### src/rtl/sdram_rw_arbiter_n.sv
// Session arbiter sharing one SDRAM command port among NUM_PORTS clients.
// Grants whole sessions round-robin; a per-session watchdog aborts hung owners.
module sdram_rw_arbiter_n #(
   parameter int NUM_PORTS = 4,
   parameter int AW        = 24,
   parameter int DW        = 16,
   parameter int TIMEOUT   = 4096,
   localparam int OW       = $clog2(NUM_PORTS),
   localparam int WW       = (TIMEOUT > 2) ? $clog2(TIMEOUT) : 1
) (
   input  logic                    clk,
   input  logic                    rst_n,
   input  logic                    en,
   input  logic [NUM_PORTS-1:0]    iSess_Req,
   output logic [NUM_PORTS-1:0]    oSess_Ack,
   input  logic [NUM_PORTS-1:0]    iSess_Done,
   input  logic [NUM_PORTS-1:0]    iP_Req,
   input  logic [NUM_PORTS-1:0]    iP_We,
   input  logic [NUM_PORTS*AW-1:0] iP_Addr,
   input  logic [NUM_PORTS*DW-1:0] iP_WData,
   output logic [NUM_PORTS-1:0]    oP_Done,
   output logic [NUM_PORTS*DW-1:0] oP_RData,
   output logic                    oCmd_Req,
   output logic                    oCmd_We,
   output logic [AW-1:0]           oCmd_Addr,
   output logic [DW-1:0]           oCmd_WData,
   input  logic                    iCmd_Done,
   input  logic [DW-1:0]           iCmd_RData,
   output logic [OW-1:0]           oOwner,
   output logic                    oBusy,
   output logic                    oTimeout
);

   typedef enum logic [1:0] {ST_IDLE, ST_ACK, ST_OWN, ST_RELEASE} state_t;

   localparam logic [WW-1:0] WDOG_LAST = WW'(TIMEOUT - 1);

   state_t                 state_q, state_d;
   logic [OW-1:0]          owner_q, owner_d;
   logic [OW-1:0]          last_q, last_d;
   logic [WW-1:0]          wdog_q, wdog_d;
   logic [NUM_PORTS-1:0]   ack_q, ack_d;
   logic                   tmo_q, tmo_d;
   logic                   win_found;
   logic [OW-1:0]          win_idx;
   logic                   mux_active;

   always_ff @(posedge clk or negedge rst_n) begin
      if (!rst_n) begin
         state_q <= ST_IDLE;
         owner_q <= '0;
         last_q  <= OW'(NUM_PORTS - 1);
         wdog_q  <= '0;
         ack_q   <= '0;
         tmo_q   <= 1'b0;
      end else begin
         state_q <= state_d;
         owner_q <= owner_d;
         last_q  <= last_d;
         wdog_q  <= wdog_d;
         ack_q   <= ack_d;
         tmo_q   <= tmo_d;
      end
   end

   // Round-robin search starting just after the last owner.
   always_comb begin
      win_found = 1'b0;
      win_idx   = '0;
      for (int i = 1; i <= NUM_PORTS; i++) begin
         if (!win_found && iSess_Req[(int'(last_q) + i) % NUM_PORTS]) begin
            win_found = 1'b1;
            win_idx   = OW'((int'(last_q) + i) % NUM_PORTS);
         end
      end
   end

   // Pulses default low, so they last one cycle even while en freezes the FSM.
   always_comb begin
      state_d = state_q;
      owner_d = owner_q;
      last_d  = last_q;
      wdog_d  = wdog_q;
      ack_d   = '0;
      tmo_d   = 1'b0;
      if (en) begin
         case (state_q)
            ST_IDLE: begin
               if (win_found) begin
                  state_d = ST_ACK;
                  owner_d = win_idx;
                  ack_d   = {{(NUM_PORTS-1){1'b0}}, 1'b1} << win_idx;
               end
            end
            ST_ACK: begin
               wdog_d  = '0;
               state_d = ST_OWN;
            end
            ST_OWN: begin
               if (iCmd_Done) begin
                  wdog_d = '0;
               end else if (wdog_q != WDOG_LAST) begin
                  wdog_d = wdog_q + 1'b1;
               end
               // A normal end takes priority over a coincident watchdog expiry.
               if (iSess_Done[owner_q]) begin
                  state_d = ST_RELEASE;
               end else if (wdog_q == WDOG_LAST) begin
                  tmo_d   = 1'b1;
                  state_d = ST_RELEASE;
               end
            end
            ST_RELEASE: begin
               last_d  = owner_q;
               state_d = ST_IDLE;
            end
            default: state_d = ST_IDLE;
         endcase
      end
   end

   assign mux_active = (state_q == ST_ACK) || (state_q == ST_OWN);

   assign oCmd_Req   = mux_active & iP_Req[owner_q];
   assign oCmd_We    = mux_active & iP_We[owner_q];
   assign oCmd_Addr  = mux_active ? iP_Addr[int'(owner_q)*AW +: AW]  : '0;
   assign oCmd_WData = mux_active ? iP_WData[int'(owner_q)*DW +: DW] : '0;

   for (genvar gi = 0; gi < NUM_PORTS; gi++) begin : g_port
      logic sel;
      assign sel                     = mux_active && (owner_q == OW'(gi));
      assign oP_Done[gi]             = sel & iCmd_Done;
      assign oP_RData[gi*DW +: DW]   = sel ? iCmd_RData : '0;
   end

   assign oSess_Ack = ack_q;
   assign oTimeout  = tmo_q;
   assign oOwner    = owner_q;
   assign oBusy     = (state_q != ST_IDLE);

endmodule

### config.mk
export PLATFORM = sky130hd
export DESIGN_NAME = sdram_rw_arbiter_n
export DESIGN_NICKNAME = d
export VERILOG_FILES = /design/src/rtl/sdram_rw_arbiter_n.sv
export SDC_FILE = /design/constraint.sdc
export NUM_CORES = 1
export LEC_CHECK = 0
export ABC_AREA = 1
export CAP_MARGIN = 15
export CORE_AREA = 3 3 119 121
export CTS_CLUSTER_SIZE = 16
export DETAILED_ROUTE_END_ITERATION = 12
export DIE_AREA = 0 0 122 124
export GPL_ROUTABILITY_DRIVEN = 1
export PLACE_DENSITY = 0.79
export SLEW_MARGIN = 10
export SYNTH_ARGS = -nofsm -noshare
export SYNTH_HDL_FRONTEND = slang
export SYNTH_SLANG_ARGS = --single-unit
### constraint.sdc
create_clock -name clk -period 1.8 [get_ports clk]
set_clock_uncertainty 0.1 [all_clocks]
set_input_delay 0.27 -clock clk [delete_from_list [all_inputs] [get_ports clk]]
set_output_delay 0.27 -clock clk [all_outputs]
set_load 0.05 [all_outputs]
==> results of run 1 <==
## layout by cell type, fill, tap and decap left out, types with 6 or more instances in the layout
| cell type | count |
|---|---|
| sky130_fd_sc_hd__clkdlybuf4s50_1 | 195 |
| sky130_fd_sc_hd__nand2_1 | 151 |
| sky130_fd_sc_hd__buf_12 | 69 |
| sky130_fd_sc_hd__nor2_4 | 66 |
| sky130_fd_sc_hd__buf_6 | 51 |
| sky130_fd_sc_hd__a31oi_4 | 42 |
| sky130_fd_sc_hd__a22oi_2 | 41 |
| sky130_fd_sc_hd__buf_4 | 40 |
| sky130_fd_sc_hd__inv_1 | 35 |
| sky130_fd_sc_hd__buf_8 | 28 |
| sky130_fd_sc_hd__nand2_2 | 19 |
| sky130_fd_sc_hd__dfrtp_1 | 19 |
| sky130_fd_sc_hd__nand3_1 | 18 |
| sky130_fd_sc_hd__nor2_1 | 17 |
| sky130_fd_sc_hd__nand2_4 | 12 |
| sky130_fd_sc_hd__inv_2 | 10 |
| sky130_fd_sc_hd__clkbuf_16 | 10 |
| sky130_fd_sc_hd__nand3_2 | 8 |
| sky130_fd_sc_hd__nand4_1 | 8 |
| sky130_fd_sc_hd__nor2_2 | 6 |
| sky130_fd_sc_hd__o21ai_0 | 6 |
## sequential cells by signal, summed over array words and instances, names as in the netlist
name and cells:
wdog_q 12, oSess_Ack 4, last_q 2, oOwner 2, state_q 2, oTimeout 1
## worst max-delay path by stage
stage | from | to
after global placement | state_q[0] | oP_RData[63]
after global routing | oOwner[1] | oP_RData[29]
final | state_q[1] | oCmd_WData[14]
after floorplan | state_q[0] | oP_Done[3]
after detailed placement | state_q[0] | oP_RData[3]
after CTS | oOwner[1] | oCmd_WData[14]
## cell type report
class                           instances  share of cell area, %
Timing Repair Buffer                  392                  49.94
Multi-Input combinational cell        430                  38.44
Sequential cell                        23                  5.995
Inverter                               54                  2.506
Tap cell                              176                  2.274
Clock buffer                            3                 0.7752
Clock inverter                          1                0.07752
## cell families after synthesis
family	count (synthesis)	share of synthesized area, %
adders and majority gates	6	2.377
and+or+nand+nor	324	46.51
buffers and inverters	83	11.41
AOI/OAI and AO/OA	100	21.39
DFF	23	18.30
## repair_timing
action                     4_1_cts  5_1_grt
buffers inserted                11       14
pin swaps                        3       22
hold endpoints to repair         0        0
resized for setup              164       75
cloned                           1        9
setup endpoints to repair      110      129
## power groups by stage
| stage | Clock, mW | Combinational, mW | Sequential (mW) |
|---|---|---|---|
| final | 0.493 | 17.7 | 0.725 |
| after floorplan | 0 | 9.49 | 0.890 |
| after detailed placement | 0 | 14.2 | 0.756 |
| after CTS | 0.505 | 16.0 | 0.749 |
| after global placement | 0 | 14.1 | 0.755 |
| after global routing | 0.516 | 18.3 | 0.741 |
## metal layers
metal	routed length (um)	vias up	part of all wire, %
met5	0	-	0
met4	912	0	4.2
met1	7505	2533	35
met2	11770	218	54
li1	-	2529	-
met3	1482	58	6.8
## worst max-delay path: cells and delay by family, from the launching register on
family / cells / cell delay (ns)
AO/OA/AOI/OAI: 1 / 0.22
adder cells (fa/ha/maj): 1 / 0.29
buffers and inverters: 5 / 0.55
flip-flops: 1 / 0.36
## per-stage QoR
step                total power [mW]  hold slack (ns)  util [%]  setup TNS (ns)
CTS                            17.22           0.2715     68.98          -23.22
floorplan                      10.38          -0.1256         -          -14.45
global route                   19.55           0.3039     73.42          -28.83
detailed placement             14.94           0.4170     62.61          -11.70
finish                         18.87           0.2594     73.42          -22.03
global placement               14.83           0.3940     62.61          -9.524
==> impl_metrics.py, run 1 <==
metrics = {
    "global_routing": {
        "globalRouteMet2Util_pct": 45.86,
        "grt_use_met3_pct": 4.541,
        "grt_pass1_wl_mm": 28.97,
        "first_global_vias": 5254,
        "grt_antenna_before_repair": 0,
        "grt_max_degree": 28,
        "grt_most_used_layer": "met2",
        "grt.total_usage_pct": 24.61,
        "groute.layer.met1.usage_pct": 27.69,
        "grt_overflow_total": 0,
    },
    "setup_path": {
        "rr_worst_depth": 11,
        "setup.worst_path.end_class": "output port",
        "crit-reg2reg-launch": "last_q[0]",
        "regToRegSetupSlack_ns": 0.04,
        "critical_path_required_ns": 1.43,
        "reg2reg_to": "state_q[1]",
        "slowest_stage": "sky130_fd_sc_hd__dfrtp_1",
        "timing.critical_path.cells": "inv_2 -> ha_4 -> buf_12 -> inv_12 -> buf_4 -> a31oi_4 -> buf_8",
        "setup.worst_path.class": "reg -> out",
        "critical_path.max_fanout": 7,
        "type_of_element_launching_the_critical_path": "flop",
        "critPathArrivalTime_ns": 1.70,
        "timing.critical_path.slowest_cell_delay_ns": 0.36,
    },
    "power": {
        "worst_ir_drop_vdd_v": 0.0008228,
        "comb_power_share_pct": 93.5,
        "seq_power_share_pct": 3.8,
        "cellInternalPower_mw": 8.392,
        "power_leakage_nw": 3.702,
        "switching_share_pct": 55.53,
        "powerDensity_mw_per_mm2": 1949,
        "p_clk_share_pct": 2.6,
        "power.switching_mw": 10.48,
    },
    "logic_synthesis": {
        "yosysWarnings": 0,
        "synthesis.instances": 536,
        "ys_seq_elements": 23,
        "synth_top_area_cell": "sky130_fd_sc_hd__nand2_1",
        "synth_ff_type": "sky130_fd_sc_hd__dfrtp_1",
        "async_flop_share_pct": 100.0,
        "number_of_synthesized_flops_with_an_enable_pin": 0,
        "synth.avg_cell_area_um2": 5.892,
        "syn_nets": 738,
        "synthDistinctLibCells": 35,
        "yosys-top-cells-count": "sky130_fd_sc_hd__nand2_1, sky130_fd_sc_hd__nor2_1, sky130_fd_sc_hd__a22oi_1, sky130_fd_sc_hd__a31oi_1, sky130_fd_sc_hd__inv_1",
        "synth.cell_area_mm2": 0.003158,
        "synth_most_common_cell": "sky130_fd_sc_hd__nand2_1",
        "yosysTopAreaCellShare_pct": 19.73,
        "ys_top_cells_by_area": "sky130_fd_sc_hd__nand2_1, sky130_fd_sc_hd__dfrtp_1, sky130_fd_sc_hd__nor2_1, sky130_fd_sc_hd__a22oi_1, sky130_fd_sc_hd__a31oi_1",
        "synth.yosys.seq_area_share_pct": 18.30,
    },
    "run_status": {
        "violations": "negative setup slack",
        "outcome": "finished, violations left",
    },
    "clock_tree": {
        "cts_tree": "built",
        "hold_buffers": 0,
        "insertion_delay_ns": 0.26,
        "clock_tree.root_cell": "sky130_fd_sc_hd__clkbuf_16",
        "cts_htree_levels": 1,
        "clock_path_buffers": 2,
        "cts-buffers-inserted": 3,
        "cts.sink_count": 23,
        "cts.reportedPaths.clkPinSlew_ns": 0.06,
    },
    "run": {
        "cap_viol_max_count": 0,
    },
    "sta": {
        "max_clock_freq_ghz": 0.4835,
        "unrepaired_setup_endpoints_after_global_routing": "yes",
        "timing.final.setup_violations": 110,
        "post_route_fraction_of_the_period_consumed_by_the_critical_path_pct": 114.9,
        "finalCriticalPeriod_ns": 2.068,
        "fin_ws_ns": -0.2681,
        "finalHoldViolCount": 0,
        "slew_violations": 0,
        "tightest_slew_ns": 0.4247,
        "max-slew-margin-rel_pct": 71.65,
    },
    "routing": {
        "drt-wirelength-per-cell_um": 20.08,
        "detail_route.iter0.violations": 327,
        "wl_mm": 21.67,
        "ant_nets": 0,
        "drt_pass1_iterations": 9,
        "viasPerCell": 4.947,
        "detailroute.via_count": 5338,
        "drc_errors": 0,
    },
    "layout": {
        "multi_input_comb_area_mm2": 0.003722,
        "ff_latch_area_um2": 580.6,
        "finalInstanceArea_mm2": 0.009684,
        "areaGrowthSynthToFinish_pct": 206.7,
        "n_fill_cell": 857,
        "num-nets-final": 1106,
        "final_cell_count_without_fillers": 1079,
        "antenna_diode_count": 0,
        "final_layout_size_suffix_gt1_share_pct": 47.95,
    },
    "placed_design": {
        "placer_congestion_estimate": 0.9191,
        "dp.final_hpwl_mm": 15.83,
        "placement.cell_area_mm2": 0.008258,
        "dpl_worst_slack_ns": -0.1914,
        "dp_cells": 1044,
        "port_buffers": 313,
    },
    "floorplanning": {
        "fp.dieW_um": 122,
        "die_area_mm2": 0.01513,
        "floorplan.initialDensity_pct": 23.94,
        "io-pin-count": 314,
        "die_y_um": 124,
        "rows": 42,
        "core_area_mm2": 0.01319,
    },
    "worst_hold_path": {
        "hold_path_class": "in -> async",
    },
}
No activity file was read; power rests on OpenSTA's default activity.
==> inputs of run 2 (changes only) <==
CORE_AREA = 2 2 122 124   (was 3 3 119 121)
DIE_AREA = 0 0 124 126   (was 0 0 122 124)
PLACE_DENSITY = 0.75   (was 0.79)
==> impl_metrics.py, run 2 (synthesis results as in run 1) <==
metrics = {
    "global_routing": {
        "first_global_vias": 5084,
        "grt_max_degree": 30,
        "grt_pass1_wl_mm": 28.33,
        "grt_antenna_before_repair": 3,
        "grt.total_usage_pct": 23.37,
        "grt_overflow_total": 0,
    },
    "setup_path": {
        "critical_path.max_fanout": 7,
        "critical_path_required_ns": 1.43,
        "timing.critical_path.from": "oOwner[0]",
        "crit-reg2reg-launch": "last_q[1]",
        "worstSetupEndpoint": "oCmd_Addr[19]",
        "setup.worst_path.end_class": "output port",
        "slowest_stage": "sky130_fd_sc_hd__dfrtp_2",
        "reg2reg_to": "oSess_Ack[0]",
        "setup.worst_path.class": "reg -> out",
        "timing.critical_path.cells": "inv_2 -> nand2_2 -> inv_4 -> buf_12 -> buf_12 -> nand2_2 -> a31oi_4 -> buf_6",
        "type_of_element_launching_the_critical_path": "flop",
        "rr_worst_depth": 11,
        "critPathArrivalTime_ns": 1.71,
        "timing.critical_path.slowest_cell_delay_ns": 0.45,
        "regToRegSetupSlack_ns": -0.06,
    },
    "sta": {
        "post_route_fraction_of_the_period_consumed_by_the_critical_path_pct": 115.6,
        "slew_violations": 0,
        "finalHoldViolCount": 0,
        "max-slew-margin-rel_pct": 72.68,
        "tightest_slew_ns": 0.4093,
        "finalCriticalPeriod_ns": 2.081,
        "unrepaired_setup_endpoints_after_global_routing": "yes",
        "holdWs_ns": 0.2628,
        "max_clock_freq_ghz": 0.4806,
        "timing.setup.tns_ns": -21.98,
        "fin_ws_ns": -0.2807,
        "timing.final.setup_violations": 113,
    },
    "routing": {
        "detail_route.iter0.violations": 219,
        "drt-wirelength-per-cell_um": 18.88,
        "wl_mm": 20.25,
        "detailroute.via_count": 5100,
        "ant_nets": 0,
        "drc_errors": 0,
        "viasPerCell": 4.753,
        "drt_pass1_iterations": 4,
    },
    "floorplanning": {
        "rows": 44,
        "fp.dieW_um": 124,
        "core_area_mm2": 0.01431,
        "die_area_mm2": 0.01562,
        "io-pin-count": 314,
        "floorplan.initialDensity_pct": 22.06,
        "die_y_um": 126,
    },
    "power": {
        "worst_ir_drop_vdd_v": 0.001305,
        "cellInternalPower_mw": 7.838,
        "comb_power_share_pct": 93.1,
        "p_clk_share_pct": 2.7,
        "power.switching_mw": 10.13,
        "seq_power_share_pct": 4.2,
        "power_leakage_nw": 3.628,
        "powerDensity_mw_per_mm2": 1900,
        "switching_share_pct": 56.39,
    },
    "clock_tree": {
        "insertion_delay_ns": 0.26,
        "clock_path_buffers": 2,
        "cts.sink_count": 23,
        "cts-buffers-inserted": 3,
        "cts_htree_levels": 1,
        "clock_tree.root_cell": "sky130_fd_sc_hd__clkbuf_16",
        "cts.reportedPaths.clkPinSlew_ns": 0.06,
        "cts_tree": "built",
        "hold_buffers": 0,
    },
    "layout": {
        "most_common_cell_after_layout_fill_and_taps_aside": "sky130_fd_sc_hd__clkdlybuf4s50_1",
        "final_layout_size_suffix_gt1_share_pct": 48.37,
        "max_flop_register": "wdog_q",
        "largest_register_ffs": 12,
        "post-route-util_pct": 66.08,
        "areaGrowthSynthToFinish_pct": 199.5,
        "num-nets-final": 1090,
        "layout.cells.most_common_list": "sky130_fd_sc_hd__clkdlybuf4s50_1, sky130_fd_sc_hd__nand2_1, sky130_fd_sc_hd__buf_12",
    },
    "placed_design": {
        "dp.final_hpwl_mm": 15.02,
        "port_buffers": 313,
        "dpl_worst_slack_ns": -0.1433,
        "placer_congestion_estimate": 0.8775,
    },
    "run_status": {
        "outcome": "finished, violations left",
        "violations": "negative setup slack",
    },
    "worst_hold_path": {
        "hold_path_class": "in -> async",
    },
    "run": {
        "cap_viol_max_count": 0,
    },
}
[run 2: area by class of cell]
cell class                      count  area (um^2)
Multi-Input combinational cell    430         3682
Antenna cell                        2        5.005
Timing Repair Buffer              376         4642
Fill cell                        1098         4855
Inverter                           54        240.2
Sequential cell                    23        580.6
Clock buffer                        4        78.83
Tap cell                          184        230.2
[run 2: per-stage QoR]
stage | power (mW) | std cells | cell area (um^2)
final | 17.97 | 1073 | 9459
after global routing | 18.66 | 1072 | 9457
after CTS | 16.83 | 1055 | 8950
after detailed placement | 14.98 | 1044 | 8270
after global placement | 14.88 | 1044 | 8270
after floorplan | 10.38 | 536 | 4350
[run 2: power by group through the flow]
stage | logic [mW] | clock network (mW) | registers (mW)
finish | 16.7 | 0.480 | 0.752
global route | 17.4 | 0.514 | 0.762
CTS | 15.6 | 0.492 | 0.758
detailed placement | 14.2 | 0 | 0.768
global placement | 14.1 | 0 | 0.767
floorplan | 9.49 | 0 | 0.890
[run 2: per-layer routing]
metal | wire [um] | global-route usage (%)
met5 | 17 | 0
met4 | 567 | 5.816
met3 | 1505 | 5.072
met2 | 10920 | 44.51
met1 | 7247 | 25.76
[run 2: worst max-delay path, delay by kind of cell (launching register included)]
family	cells	cell delay (ns)
buf+inv	5	0.66
flops	1	0.45
simple gates	2	0.18
compound gates	1	0.16
[run 2: worst min-delay path by stage]
stage	start	endpoint	cells after the start
final	rst_n	wdog_q[5]	2
after global routing	rst_n	wdog_q[5]	2
after CTS	rst_n	wdog_q[5]	2
after detailed placement	wdog_q[1]	wdog_q[1]	2
after global placement	wdog_q[1]	wdog_q[1]	2
after floorplan	rst_n	oOwner[0]	0
[run 2: repair_timing]
action	in CTS	in global routing
endpoints found under the hold margin	0	0
setup buffers	5	9
gates resized for setup	133	75
pin swaps	1	17
setup endpoints to repair	112	126
cloned	2	7
==> inputs of run 3 (changes only) <==
CELL_PAD_IN_SITES_DETAIL_PLACEMENT = 1   (was unset)
CELL_PAD_IN_SITES_GLOBAL_PLACEMENT = 1   (was unset)
CORE_AREA = unset   (was 2 2 122 124)
CORE_MARGIN = 2   (was unset)
CORE_UTILIZATION = 16   (was unset)
DIE_AREA = unset   (was 0 0 124 126)
PLACE_DENSITY = 0.86   (was 0.75)
RECOVER_POWER = 50   (was unset)
==> impl_metrics.py, run 3 (synthesis results as in run 1) <==
metrics = {
    "run_status": {
        "outcome": "finished, violations left",
        "violations": "negative setup slack",
    },
    "power": {
        "switching_share_pct": 55.19,
        "worst_ir_drop_vdd_v": 0.0007960,
        "seq_power_share_pct": 3.6,
        "comb_power_share_pct": 93.9,
        "cellInternalPower_mw": 9.147,
        "power.switching_mw": 11.26,
        "p_clk_share_pct": 2.4,
        "powerDensity_mw_per_mm2": 2022,
        "power_leakage_nw": 3.834,
    },
    "clock_tree": {
        "cts.reportedPaths.clkPinSlew_ns": 0.06,
        "cts_htree_levels": 1,
        "hold_buffers": 0,
        "clock_path_buffers": 2,
        "cts.sink_count": 23,
        "cts-buffers-inserted": 3,
        "clock_tree.root_cell": "sky130_fd_sc_hd__clkbuf_16",
        "cts_tree": "built",
        "insertion_delay_ns": 0.26,
    },
    "global_routing": {
        "grt_max_degree": 24,
        "grt_overflow_total": 0,
        "grt.total_usage_pct": 22.52,
        "grt_pass1_wl_mm": 35.75,
        "grt_antenna_before_repair": 0,
        "first_global_vias": 5939,
    },
    "routing": {
        "drt_pass1_iterations": 4,
        "wl_mm": 26.57,
        "detailroute.via_count": 5558,
        "drt-wirelength-per-cell_um": 22.59,
        "viasPerCell": 4.726,
        "drc_errors": 0,
        "detail_route.iter0.violations": 129,
        "ant_nets": 0,
    },
    "placed_design": {
        "placer_congestion_estimate": 0.8875,
        "dpl_worst_slack_ns": -0.1692,
        "dp_cells": 1127,
        "dp.final_hpwl_mm": 18.11,
        "port_buffers": 313,
    },
    "setup_path": {
        "critPathTopFamily": "buffers and inverters",
        "critPathArrivalTime_ns": 1.74,
        "critical_path_required_ns": 1.43,
        "regToRegSetupSlack_ns": -0.01,
        "timing.critical_path.cells": "inv_2 -> buf_6 -> nand2_8 -> inv_16 -> buf_12 -> a22oi_2 -> a31oi_4 -> buf_6",
        "timing.critical_path.slowest_cell_delay_ns": 0.38,
        "slowest_stage": "sky130_fd_sc_hd__dfrtp_2",
        "critical_path_buf_inv_count": 5,
        "critical-path-top-cell-by-count": "sky130_fd_sc_hd__buf_6",
        "setup.worst_path.end_class": "output port",
        "setup.worst_path.class": "reg -> out",
        "type_of_element_launching_the_critical_path": "flop",
        "critical_path.max_fanout": 8,
    },
    "floorplanning": {
        "fp.dieW_um": 144.5,
        "io-pin-count": 314,
        "floorplan.initialDensity_pct": 16.28,
        "core_area_mm2": 0.01940,
        "die_area_mm2": 0.02088,
        "die_y_um": 144.5,
        "rows": 51,
    },
    "layout": {
        "final_layout_size_suffix_gt1_share_pct": 48.74,
        "antenna_diode_count": 0,
        "layout.cells.most_common_list": "sky130_fd_sc_hd__clkdlybuf4s50_1, sky130_fd_sc_hd__nand2_1, sky130_fd_sc_hd__nor2_4",
        "max_flop_register": "wdog_q",
        "num-nets-final": 1114,
        "ff_latch_area_um2": 580.6,
        "n_fill_cell": 2159,
        "largest_register_ffs": 12,
        "final_cell_count_without_fillers": 1176,
        "most_common_cell_after_layout_fill_and_taps_aside": "sky130_fd_sc_hd__clkdlybuf4s50_1",
        "post-route-util_pct": 52.04,
        "multi_input_comb_area_mm2": 0.003764,
        "areaGrowthSynthToFinish_pct": 219.7,
    },
    "sta": {
        "unrepaired_setup_endpoints_after_global_routing": "yes",
        "finalHoldViolCount": 0,
        "max_clock_freq_ghz": 0.4749,
        "fin_ws_ns": -0.3057,
        "slew_violations": 0,
        "max-slew-margin-rel_pct": 59.13,
        "tightest_slew_ns": 0.6131,
        "timing.setup.tns_ns": -24.67,
        "timing.final.setup_violations": 112,
        "post_route_fraction_of_the_period_consumed_by_the_critical_path_pct": 117.0,
        "finalCriticalPeriod_ns": 2.106,
    },
    "worst_hold_path": {
        "hold_path_class": "reg -> reg",
    },
    "run": {
        "cap_viol_max_count": 0,
    },
}
==> run 3: what timing repair did <==
item	4_1_cts	5_1_grt
pin swaps	35	25
cloned	11	8
setup endpoints to repair	118	130
gates resized for setup	185	79
buffers inserted	20	9
==> run 3: power groups by stage <==
| stage | Clock (mW) | Sequential (mW) | Combinational (mW) |
|---|---|---|---|
| after floorplan | 0 | 0.890 | 9.49 |
| after global placement | 0 | 0.752 | 14.2 |
| after detailed placement | 0 | 0.756 | 14.4 |
| after CTS | 0.508 | 0.742 | 17.4 |
| after global routing | 0.531 | 0.752 | 19.8 |
| final | 0.499 | 0.742 | 19.2 |
==> run 3: area by class of cell <==
| class | count | area share (%) |
|---|---|---|
| Multi-Input combinational cell | 430 | 37.28 |
| Inverter | 54 | 2.467 |
| Timing Repair Buffer | 400 | 50.43 |
| Tap cell | 265 | 3.285 |
| Sequential cell | 23 | 5.751 |
| Clock buffer | 4 | 0.7809 |
==> run 3: path summary, 6_finish.rpt <==
path                                       end      start  cells after the start
worst min-delay path                 wdog_q[0]  wdog_q[0]                      2
worst min register to register       wdog_q[0]  wdog_q[0]                      2
min in group asynchronous            wdog_q[5]      rst_n                      2
worst max register to register    oSess_Ack[0]  last_q[0]                      9
max in group asynchronous            oOwner[0]      rst_n                      2
worst max-delay path            oCmd_WData[15]  oOwner[1]                      8
==> run 3: metal layers <==
metal / share of wire, % / global-route usage [%] / vias up / routed length (um)
li1: - / - / 2551 / -
met1: 34 / 24.07 / 2686 / 9134
met2: 55 / 43.05 / 236 / 14540
met3: 6.1 / 4.371 / 85 / 1620
met4: 4.8 / 9.096 / 0 / 1274
met5: 0 / 0 / - / 0
==> run 3: worst register-to-register path: cells and delay by family, from the launching register on <==
| family | cells | cell delay, ns |
|---|---|---|
| and+or+nand+nor | 7 | 0.78 |
| DFF | 1 | 0.64 |
| buffers and inverters | 2 | 0.22 |
==> run 3: through the flow <==
| step | instance area [um^2] | total power, mW | hold WS, ns |
|---|---|---|---|
| 3_3_place_gp | 8362 | 15.00 | 0.3955 |
| 2_1_floorplan | 4350 | 10.38 | -0.1256 |
| 6_report | 10090 | 20.41 | 0.4165 |
| 5_1_grt | 10090 | 21.06 | 0.4535 |
| 4_1_cts | 9575 | 18.68 | 0.2796 |
| 3_5_place_dp | 8362 | 15.20 | 0.4213 |
